### config.mk
export PLATFORM = sky130hd
export DESIGN_NAME = timer_share_arbiter
export DESIGN_NICKNAME = d
export VERILOG_FILES = /design/src/rtl/timer_share_arbiter_pkg.sv /design/src/rtl/timer_share_arbiter_rr_pick.sv /design/src/rtl/timer_share_arbiter.sv
export SDC_FILE = /design/constraint.sdc
export NUM_CORES = 1
export LEC_CHECK = 0
export ABC_AREA = 1
export CELL_PAD_IN_SITES_DETAIL_PLACEMENT = 0
export CELL_PAD_IN_SITES_GLOBAL_PLACEMENT = 1
export CORE_ASPECT_RATIO = 0.8
export CORE_UTILIZATION = 33
export DETAILED_ROUTE_END_ITERATION = 16
export PLACE_DENSITY_LB_ADDON = 0.25
export SLEW_MARGIN = 20
export SYNTH_ARGS = -nofsm -noshare
export SYNTH_HDL_FRONTEND = slang
export SYNTH_SLANG_ARGS = --single-unit
### constraint.sdc
create_clock -name clock -period 2.2 [get_ports clock]
set_input_delay 0.44 -clock clock [delete_from_list [all_inputs] [get_ports clock]]
set_output_delay 0.44 -clock clock [all_outputs]
set_load 0.01 [all_outputs]
### src/rtl/timer_share_arbiter_pkg.sv
// Shared types and constants for the countdown-timer sharing arbiter.
// Requester slot numbers match the controllers wired to the arbiter.
package timer_share_arbiter_pkg;

   localparam int NUM_REQ_DEF = 4;
   localparam int VAL_W_DEF   = 4;

   localparam int REQ_ARM   = 0;
   localparam int REQ_PUMP  = 1;
   localparam int REQ_SIREN = 2;
   localparam int REQ_SPARE = 3;

   typedef enum logic [2:0] {
      ST_IDLE,
      ST_LOAD,
      ST_START,
      ST_RUN,
      ST_DONE,
      ST_RELEASE
   } state_t;

endpackage

### src/rtl/timer_share_arbiter_rr_pick.sv
// Round-robin picker: first set request at or above ptr, with wrap.
// Purely combinational; the arbiter registers the result.
module rr_pick
   import timer_share_arbiter_pkg::*;
#(
   parameter int NUM_REQ = NUM_REQ_DEF,
   parameter int OWN_W   = 2
) (
   input  logic [NUM_REQ-1:0] req,
   input  logic [OWN_W-1:0]   ptr,
   output logic               valid,
   output logic [OWN_W-1:0]   idx
);

   logic [OWN_W:0] sum;

   // Walk downward so the closest slot to ptr is written last and wins.
   always_comb begin
      valid = 1'b0;
      idx   = '0;
      sum   = '0;
      for (int i = NUM_REQ - 1; i >= 0; i--) begin
         sum = {1'b0, ptr} + (OWN_W + 1)'(i);
         if (sum >= (OWN_W + 1)'(NUM_REQ)) begin
            sum = sum - (OWN_W + 1)'(NUM_REQ);
         end
         if (req[sum[OWN_W-1:0]]) begin
            valid = 1'b1;
            idx   = sum[OWN_W-1:0];
         end
      end
   end

endmodule

### src/rtl/timer_share_arbiter.sv
// Shares one countdown timer between NUM_REQ requesters, round-robin,
// with a 1 Hz watchdog that recovers from a lost expiry.
module timer_share_arbiter
   import timer_share_arbiter_pkg::*;
#(
   parameter int NUM_REQ = NUM_REQ_DEF,
   parameter int VAL_W   = VAL_W_DEF,
   parameter int OWN_W   = 2
) (
   input  logic                     clock,
   input  logic                     reset,
   input  logic [NUM_REQ-1:0]       req,
   input  logic [NUM_REQ*VAL_W-1:0] req_value,
   input  logic                     expired,
   input  logic                     one_hz_enable,
   output logic                     start_timer,
   output logic [VAL_W-1:0]         timer_value,
   output logic [NUM_REQ-1:0]       grant,
   output logic [NUM_REQ-1:0]       done,
   output logic                     timeout_err,
   output logic                     busy,
   output logic [OWN_W-1:0]         owner
);

   state_t           state_q;
   state_t           state_d;
   logic [OWN_W-1:0] rr_ptr_q;
   logic [OWN_W-1:0] owner_q;
   logic [VAL_W-1:0] val_q;
   logic [VAL_W:0]   wd_q;
   logic             pick_valid;
   logic [OWN_W-1:0] pick_idx;
   logic [VAL_W-1:0] slot [NUM_REQ];
   logic [NUM_REQ-1:0] owner_oh;
   logic             wd_over;
   logic             owner_req;

   for (genvar g = 0; g < NUM_REQ; g++) begin : g_slot
      assign slot[g] = req_value[g*VAL_W +: VAL_W];
   end

   rr_pick #(
      .NUM_REQ (NUM_REQ),
      .OWN_W   (OWN_W)
   ) u_pick (
      .req   (req),
      .ptr   (rr_ptr_q),
      .valid (pick_valid),
      .idx   (pick_idx)
   );

   assign owner_oh  = NUM_REQ'(1) << owner_q;
   assign owner_req = req[owner_q];
   // One tick of slack over the loaded delay before declaring the expiry lost.
   assign wd_over   = wd_q > ({1'b0, val_q} + (VAL_W + 1)'(1));

   always_ff @(posedge clock or negedge reset) begin
      if (!reset) begin
         state_q <= ST_IDLE;
      end else begin
         state_q <= state_d;
      end
   end

   always_comb begin
      state_d = state_q;
      case (state_q)
         ST_IDLE: begin
            if (pick_valid) state_d = ST_LOAD;
         end
         ST_LOAD: begin
            if (val_q == '0) state_d = ST_DONE;
            else             state_d = ST_START;
         end
         ST_START: state_d = ST_RUN;
         ST_RUN: begin
            if (expired)         state_d = ST_DONE;
            else if (!owner_req) state_d = ST_RELEASE;
            else if (wd_over)    state_d = ST_RELEASE;
         end
         ST_DONE:    state_d = ST_RELEASE;
         ST_RELEASE: state_d = ST_IDLE;
         default:    state_d = ST_IDLE;
      endcase
   end

   always_ff @(posedge clock or negedge reset) begin
      if (!reset) begin
         rr_ptr_q <= '0;
         owner_q  <= '0;
         val_q    <= '0;
         wd_q     <= '0;
      end else begin
         if (state_q == ST_IDLE && pick_valid) begin
            owner_q <= pick_idx;
            val_q   <= slot[pick_idx];
         end
         if (state_q == ST_START) begin
            wd_q <= '0;
         end else if (state_q == ST_RUN && one_hz_enable && wd_q != '1) begin
            wd_q <= wd_q + (VAL_W + 1)'(1);
         end
         if (state_q == ST_RELEASE) begin
            if (owner_q == OWN_W'(NUM_REQ - 1)) rr_ptr_q <= '0;
            else rr_ptr_q <= owner_q + OWN_W'(1);
         end
      end
   end

   always_comb begin
      start_timer = 1'b0;
      grant       = '0;
      done        = '0;
      timeout_err = 1'b0;
      busy        = (state_q != ST_IDLE);
      timer_value = val_q;
      owner       = owner_q;
      case (state_q)
         ST_LOAD:  grant = owner_oh;
         ST_START: begin
            grant       = owner_oh;
            start_timer = 1'b1;
         end
         ST_RUN: begin
            grant       = owner_oh;
            timeout_err = !expired && owner_req && wd_over;
         end
         ST_DONE: begin
            grant = owner_oh;
            done  = owner_oh;
         end
         default: ;
      endcase
   end

endmodule

# Yosys cells after proc, flatten, opt, wreduce, memory -nomap -nowiden
# Index checks and enable logic that the tools add are counted.
# word_totals
elab_cells	87
reg_bits	16
# classes
order_cmp	11
shift	1
n_reduce_logical	12
eq_ne	9
bitwise	1
mux	38
add_sub_neg	10
# ops
cell	n
$mux 2	9
$mux 4	4
$lt 2x3->1 const B	5
$mux 3	5
$pmux 3 s5	1
$ge 3x3->1 const B	4
$mux 1	11
$bmux 1 s2	5
$mux 5	2
$bmux 4 s2	1
$sub 2x1->2 const B	4
$add 2x2->3 const B	2
$eq 3x2->1 const B	2
$eq 3x3->1 const B	2
$add 4x1->5 const B	1
$add 5x1->5 const B	1
$gt 5x5->1	1
$logic_and 1x1->1	5
$ne 5x5->1 const B	1
$logic_not 4->1	1
$ne 4x4->1 const B	1
$reduce_or 4->1	1
$shl 1x2->4 const A	1
$add 2x1->3 const B	1
other kinds (11)	11

# Depth between registers and ports, before layout
# Gate-level depths: netlist of the first run.
# depth
word_depth	13
depth_mapped	15
mapped_depth_nobuf	14

# Hierarchy
# From an unflattened synthesis of the first run, not the netlist that was laid out.
# hier_totals
cells_unflattened	230
area_unflattened_um2	1480.2
# modules_own_cells
mod	seq_area_each_um2	area_each_um2	cells_each	n_inst
timer_share_arbiter	400.4	1267.5	184	1
rr_pick	0.0	212.7	46	1

# Least setup slack after synthesis of the first run
# OpenSTA, ideal clock, no wires.
# synth_timing
path_kind	register to output
from	register val_q[0], in the netlist timer_value[0]
to	output port timeout_err
t_required_ps	1760
path_buffers	0
path_slack_ps	163
stages_incl_launch_ff	10
arrival_time_ps	1597
path_cell_list	dfrtp_1 > ha_1 > xnor2_1 > ha_1 > nand2_1 > inv_1 > nor2_1 > o21ai_0 > o22ai_1 > nor2_1
# synth_via
elab_chain_cells	4
# synth_rtl
item	line	source
from (decl)	timer_share_arbiter.sv:29	logic [VAL_W-1:0] val_q;
from (signal assigned)	timer_share_arbiter.sv:96	val_q <= slot[pick_idx];
$add 4x1->5	timer_share_arbiter.sv:55	assign wd_over = wd_q > ({1'b0, val_q} + (VAL_W + 1)'(1));
$gt 5x5->1	timer_share_arbiter.sv:55	
$logic_and 1x1->1	timer_share_arbiter.sv:126	timeout_err = !expired && owner_req && wd_over;
$mux 1	timer_share_arbiter.sv:118	case (state_q)
to (decl)	timer_share_arbiter.sv:20	output logic timeout_err,
# No other way between the ends.

# Final worst setup path of the first run
# Same ends and word-level chain as after synthesis.

==> results.cfg, run 1 <==
[status]
violations = setup timing
status = complete, but fails checks

[synthesis]
postSynthCellCount = 229
synth.distinct_cells = 26
yosysTopAreaCellShare_pct = 27.0
synth_nets = 266
synth-seq-cells = 16
yosys.area.top_type = dfrtp_1
yosysWarnings = 0
synth_seq_area_share_pct = 27.0
synth.area.top_cells = dfrtp_1 27%, nand2_1 13%, inv_1 11%, ha_1 11%, nand3_1 7.8%
synth_area_um2 = 1480
avgSynthCellArea_um2 = 6.46

[drt]
routed_wl_mm = 3.74
vias = 1625
dr.pass1.iters = 4
drtIter0Drc = 98
drc = 0
via_per_inst = 4.51
ant_nets = 0
routedWlPerCell_um = 10.4

[critical_path]
r2r_setup_slack_ns = 0.41
cp_max_fo = 4
max_stage_delay_ns = 0.41
cp_cell_sequence = ha_2 > xnor2_1 > ha_1 > nand2_1 > inv_1 > nor2_1 > o21ai_1 > o22ai_2 > nor2_1 > buf_2
arrival_ns = 1.90
cp-start-kind = register
worst-setup-path-type = register to primary output
reg2reg_from = wd_q[1]
crit_required_ns = 1.76
critPathSlowestCell = dfrtp_1
endpoint_kind = primary output
reg2reg_depth = 9
cp_common_cell = nor2_1
reg2reg_to = wd_q[3]

[cts]
clk_pin_slew_worst_paths_ns = 0.07
clock_latency_ns = 0.25
h-tree-depth = 1
cts_inserted_buffers = 3
clockRootBuffer = clkbuf_8
tritoncts = done
cts.sinks = 16
hold_buffers = 0
max-clock-path-buffers = 2

[floorplan]
start_util_pct = 35.0
core_area_um2 = 4230
rows = 21
die_y_um = 61.9
dieWidth_um = 76.9
ios = 41
die-area_um2 = 4760

[finish]
drive_above_1_share_pct = 19.8
fin_util_pct = 53.4
finalInstanceArea_um2 = 2260
final_nets = 341
fillers = 426
areaGrowthSynthToFinish_pct = 52.7
n_antenna_cell = 0

[power]
p_leak_nw = 1.26
p_switching_mw = 1.42
pwr-share-comb_pct = 73.2
clkPwrFrac_pct = 8.7
pwr-share-seq_pct = 18.1
switching_share_pct = 46.7
peakVddDrop_mv = 0.508
intPower_mw = 1.63
powerDensity_nw_per_um2 = 1350

[sta]
finalCriticalPeriod_ns = 2.34
setup_viol = 1
relSlewSlack_pct = 79.2
tightest_slew_ns = 0.308
final.setup_skew_ns = 0.00166
report.final.hold_viol_count = 0
final_max_slew_viol_count = 0
finalCritPeriodShare_pct = 106
rsz0062_at_grt = yes
worst_slack_ns = -0.135
fmax_mhz = 428
timing.hold.ws_ns = 0.516

[flow_run]
cap_viol_max_count = 0

[grt]
grt_start_max_net_pins = 17
grt_pass1_vias = 1423
overflow = 0
antenna_found_initial = 0
grt_pass1_wl_mm = 6.19
grt_usage_pct = 16.2

[worst_hold_path]
hp-class = input pin to async pin

[place]
portBuffers = 40
place_hpwl_mm = 2.94
placed_cell_area_um2 = 2130
place_congestion = 0.741
## per-stage QoR
stage	setup TNS [ns]	power, mW	instances	setup slack (ns)
global placement	-0.328	2.65	351	-0.297
global route	-0.381	3.41	360	-0.312
detailed placement	-0.339	2.66	351	-0.338
finish	-0.135	3.05	360	-0.135
CTS	-0.152	3.00	359	-0.152
floorplan	0	1.83	229	0.163
## timing repair
| item | CTS | global route |
|---|---|---|
| endpoints found under the setup margin | 9 | 8 |
| endpoints found under the hold margin | 0 | 0 |
| resized for setup | 11 | 15 |
| setup buffers | 4 | 1 |
| pin swaps | 1 | 2 |
## registers in the layout, summed over array words and instances (netlist names)
register and cells:
state_q 3, wd_q 5, rr_ptr_q 2, owner 2
timer_value 4
## cell usage in the layout, fill, tap and decap left out
cell             netlist  routed
nor3_1                 6       4
nor4_2                 0       1
a31oi_1                1       1
a21oi_1                6       6
inv_2                  1       1
o22ai_2                0       1
buf_4                  0      31
xor2_1                 1       1
o41ai_1                1       1
or2_1                  2       2
dlygate4sd2_1          0       1
nand4_1                1       1
nand2_2               10      10
nand3_1               23      23
o211ai_1               2       2
ha_1                  13      12
ha_2                   0       1
clkbuf_8               0       4
dlymetal6s2s_1         0       5
clkdlybuf4s50_1        0      30
xnor2_1                1       1
nor2_4                 0       1
nor2_2                 0       1
clkdlybuf4s15_1        0       2
nand3_2                2       2
nor3b_1                1       1
nand2_4                1       1
nor2_1                29      27
buf_2                  0       1
clkbuf_2               0       1
o21ai_0                9       8
inv_1                 45      45
nor3_2                 2       4
nand2_1               52      52
o21ai_1                1       2
dfrtp_1               16      16
## worst max path at each step
stage | from | end | slack [ns]
after CTS | timer_value[0] | timeout_err | -0.15
after global routing | timer_value[0] | timeout_err | -0.31
after detailed placement | timer_value[0] | timeout_err | -0.34
after global placement | timer_value[0] | timeout_err | -0.30
final | timer_value[0] | timeout_err | -0.14
after floorplan | timer_value[0] | timeout_err | 0.16
## power groups by stage
stage	combinational, mW	clock [mW]	sequential, mW
3_3_place_gp	2.10	0	0.555
4_1_cts	2.18	0.275	0.550
6_report	2.23	0.265	0.553
5_1_grt	2.54	0.286	0.574
3_5_place_dp	2.11	0	0.555
2_1_floorplan	1.26	0	0.568
## synthesized netlist by cell type, drive strengths merged
library cell and instances:
nand2 63, inv 46, nor2 29, nand3 25
dfrtp 16, ha 13, o21ai 10, nor3 8
a21oi 6, o211ai 2, or2 2, a31oi 1
buf 1, nand4 1, nor3b 1, nor4 1
o22ai 1, o41ai 1, xnor2 1, xor2 1
## kinds of logic after synthesis
kind of cell / count (synthesis) / share of synthesized area (%)
AO/OA/AOI/OAI: 21 / 7.86
buffers and inverters: 47 / 12.7
AND/OR/NAND/NOR: 130 / 40.2
adder cells (fa/ha/maj): 13 / 11.0
XOR/XNOR: 2 / 1.18
flip-flops: 16 / 27.0
## layout make-up
type | instances | area (um^2) | area share, %
sequential | 16 | 400 | 17.7
tap | 57 | 71.3 | 3.15
clock buffer | 4 | 55.1 | 2.43
inverter | 46 | 173 | 7.64
timing repair buffer | 71 | 634 | 28.1
multi-input combinational | 166 | 927 | 41.0
## critical path, delay by kind of cell (launching register included)
kind                       cells  cell delay, ns
DFF                            1            0.41
adders and majority gates      2            0.51
and+or+nand+nor                3            0.18
xor gates and xnor gates       1            0.12
buffers and inverters          2            0.19
AOI/OAI and AO/OA              2            0.23
## layer usage
metal | track usage (%) | vias to the layer above | part of all wire [%]
li1 | - | 874 | -
met1 | 21.4 | 710 | 49
met2 | 28.2 | 39 | 45
met3 | 3.80 | 2 | 5.4
met4 | 1.65 | 0 | 0.37
met5 | 0 | - | 0
(Power assumes the default switching activity.)
==> run 2: changes to the inputs <==
--- a/config.mk
+++ b/config.mk
@@ -12,7 +12,7 @@
 export CORE_UTILIZATION = 33
 export DETAILED_ROUTE_END_ITERATION = 16
 export PLACE_DENSITY_LB_ADDON = 0.25
-export SLEW_MARGIN = 20
+export SLEW_MARGIN = 25
 export SYNTH_ARGS = -nofsm -noshare
 export SYNTH_HDL_FRONTEND = slang
 export SYNTH_SLANG_ARGS = --single-unit
==> results of run 2 <==
Same layout as run 1: the final DEF is identical, and so are final timing and power.
==> run 3: changes to the inputs <==
--- a/config.mk
+++ b/config.mk
@@ -11,6 +11,7 @@
 export CORE_ASPECT_RATIO = 0.8
 export CORE_UTILIZATION = 33
 export DETAILED_ROUTE_END_ITERATION = 16
+export MAX_ROUTING_LAYER = met4
 export PLACE_DENSITY_LB_ADDON = 0.25
 export SLEW_MARGIN = 25
 export SYNTH_ARGS = -nofsm -noshare
==> results.cfg, run 3 (synthesized netlist as in run 1, its figures left out) <==
[status]
status = complete, but fails checks
violations = setup timing

[power]
p_leak_nw = 1.26
powerDensity_nw_per_um2 = 1350
power_mw = 3.05
peakVddDrop_mv = 0.509

[sta]
final_max_slew_viol_count = 0
rsz0062_at_grt = yes
fmax_mhz = 428
worst_slack_ns = -0.135
tightest_slew_ns = 0.308
final.setup_skew_ns = 0.00165
report.final.hold_viol_count = 0
finalCriticalPeriod_ns = 2.34
fin_tns_setup_ns = -0.135
setup_viol = 1
timing.hold.ws_ns = 0.516
finalCritPeriodShare_pct = 106
relSlewSlack_pct = 79.2

[finish]
final_nets = 341
areaGrowthSynthToFinish_pct = 52.7
largest_reg_flops = 5
layout_commonest_cell = nand2_1
drive_above_1_share_pct = 19.8
final_cells = 360
fin_util_pct = 53.4
n_antenna_cell = 0
regMostFlops = wd_q
layout_common_cells = 52 x nand2_1, 45 x inv_1, 31 x buf_4
finalInstanceArea_um2 = 2260

[floorplan]
die_y_um = 61.9
ios = 41
die-area_um2 = 4760
rows = 21
dieWidth_um = 76.9
start_util_pct = 35.0
core_area_um2 = 4230

[place]
portBuffers = 40
placed_cell_area_um2 = 2130
dp_slack_ns = -0.338
place.detailed.instances = 351
place_congestion = 0.750
place_hpwl_mm = 2.94

[drt]
drc = 0
via_per_inst = 4.51
routedWlPerCell_um = 10.4
drtIter0Drc = 101
dr.pass1.iters = 4
routed_wl_mm = 3.74
ant_nets = 0
vias = 1625

[flow_run]
cap_viol_max_count = 0

[cts]
max-clock-path-buffers = 2
clk_pin_slew_worst_paths_ns = 0.07
tritoncts = done
clock_latency_ns = 0.25
cts_inserted_buffers = 3
hold_buffers = 0
h-tree-depth = 1
clockRootBuffer = clkbuf_8
cts.sinks = 16

[worst_hold_path]
hp-class = input pin to async pin

[grt]
antenna_found_initial = 0
grt_pass1_wl_mm = 6.19
overflow = 0
grt_usage_pct = 16.7
grt_start_max_net_pins = 17
grt_pass1_vias = 1423

[critical_path]
arrival_ns = 1.90
endpoint_kind = primary output
cp-start-kind = register
cp_max_fo = 4
crit_required_ns = 1.76
worst-setup-path-type = register to primary output
r2r_setup_slack_ns = 0.41
-- run 3: worst paths after layout --
kind | start | endpoint | cells past startpoint
max | timer_value[0] | timeout_err | 10
min | reset | rr_ptr_q[0] | 2
min reg2reg | wd_q[4] | wd_q[4] | 2
max reg2reg | wd_q[1] | wd_q[3] | 9
max in group asynchronous | reset | wd_q[1] | 2
min in group clock | wd_q[4] | wd_q[4] | 2
-- run 3: routing by layer --
metal / vias up / track usage [%] / share of wire [%]
met2: 39 / 28.2 / 45
met5: - / - / 0
met4: 0 / 1.65 / 0.45
li1: 874 / - / -
met1: 710 / 21.5 / 49
met3: 2 / 3.65 / 5.1
-- run 3: timing repair --
item | 4_1_cts | 5_1_grt
endpoints found under the setup margin | 9 | 8
pin swaps | 1 | 2
resized for setup | 11 | 15
setup buffers | 4 | 1
-- run 3: critical path: stages, from the launching register on --
cell,delay [ns]
dfrtp_1,0.41
ha_2,0.20
xnor2_1,0.12
ha_1,0.31
nand2_1,0.05
inv_1,0.05
nor2_1,0.03
o21ai_1,0.13
o22ai_2,0.10
nor2_1,0.10
buf_2,0.14
-- run 3: power by group --
part | leakage, nW | total [mW] | internal (mW) | switching (mW)
registers | 0.203 | 0.553 | 0.418 | 0.135
logic | 1.03 | 2.23 | 1.05 | 1.18
clock network | 0.0288 | 0.265 | 0.159 | 0.107
total | 1.26 | 3.05 | 1.63 | 1.42
-- run 3: cell type report --
| cell class | instances | area, um^2 |
|---|---|---|
| clock buffer | 4 | 55.1 |
| fill | 426 | 1970 |
| inverter | 46 | 173 |
| multi-input combinational | 166 | 927 |
| sequential | 16 | 400 |
| tap | 57 | 71.3 |
| timing repair buffer | 71 | 634 |
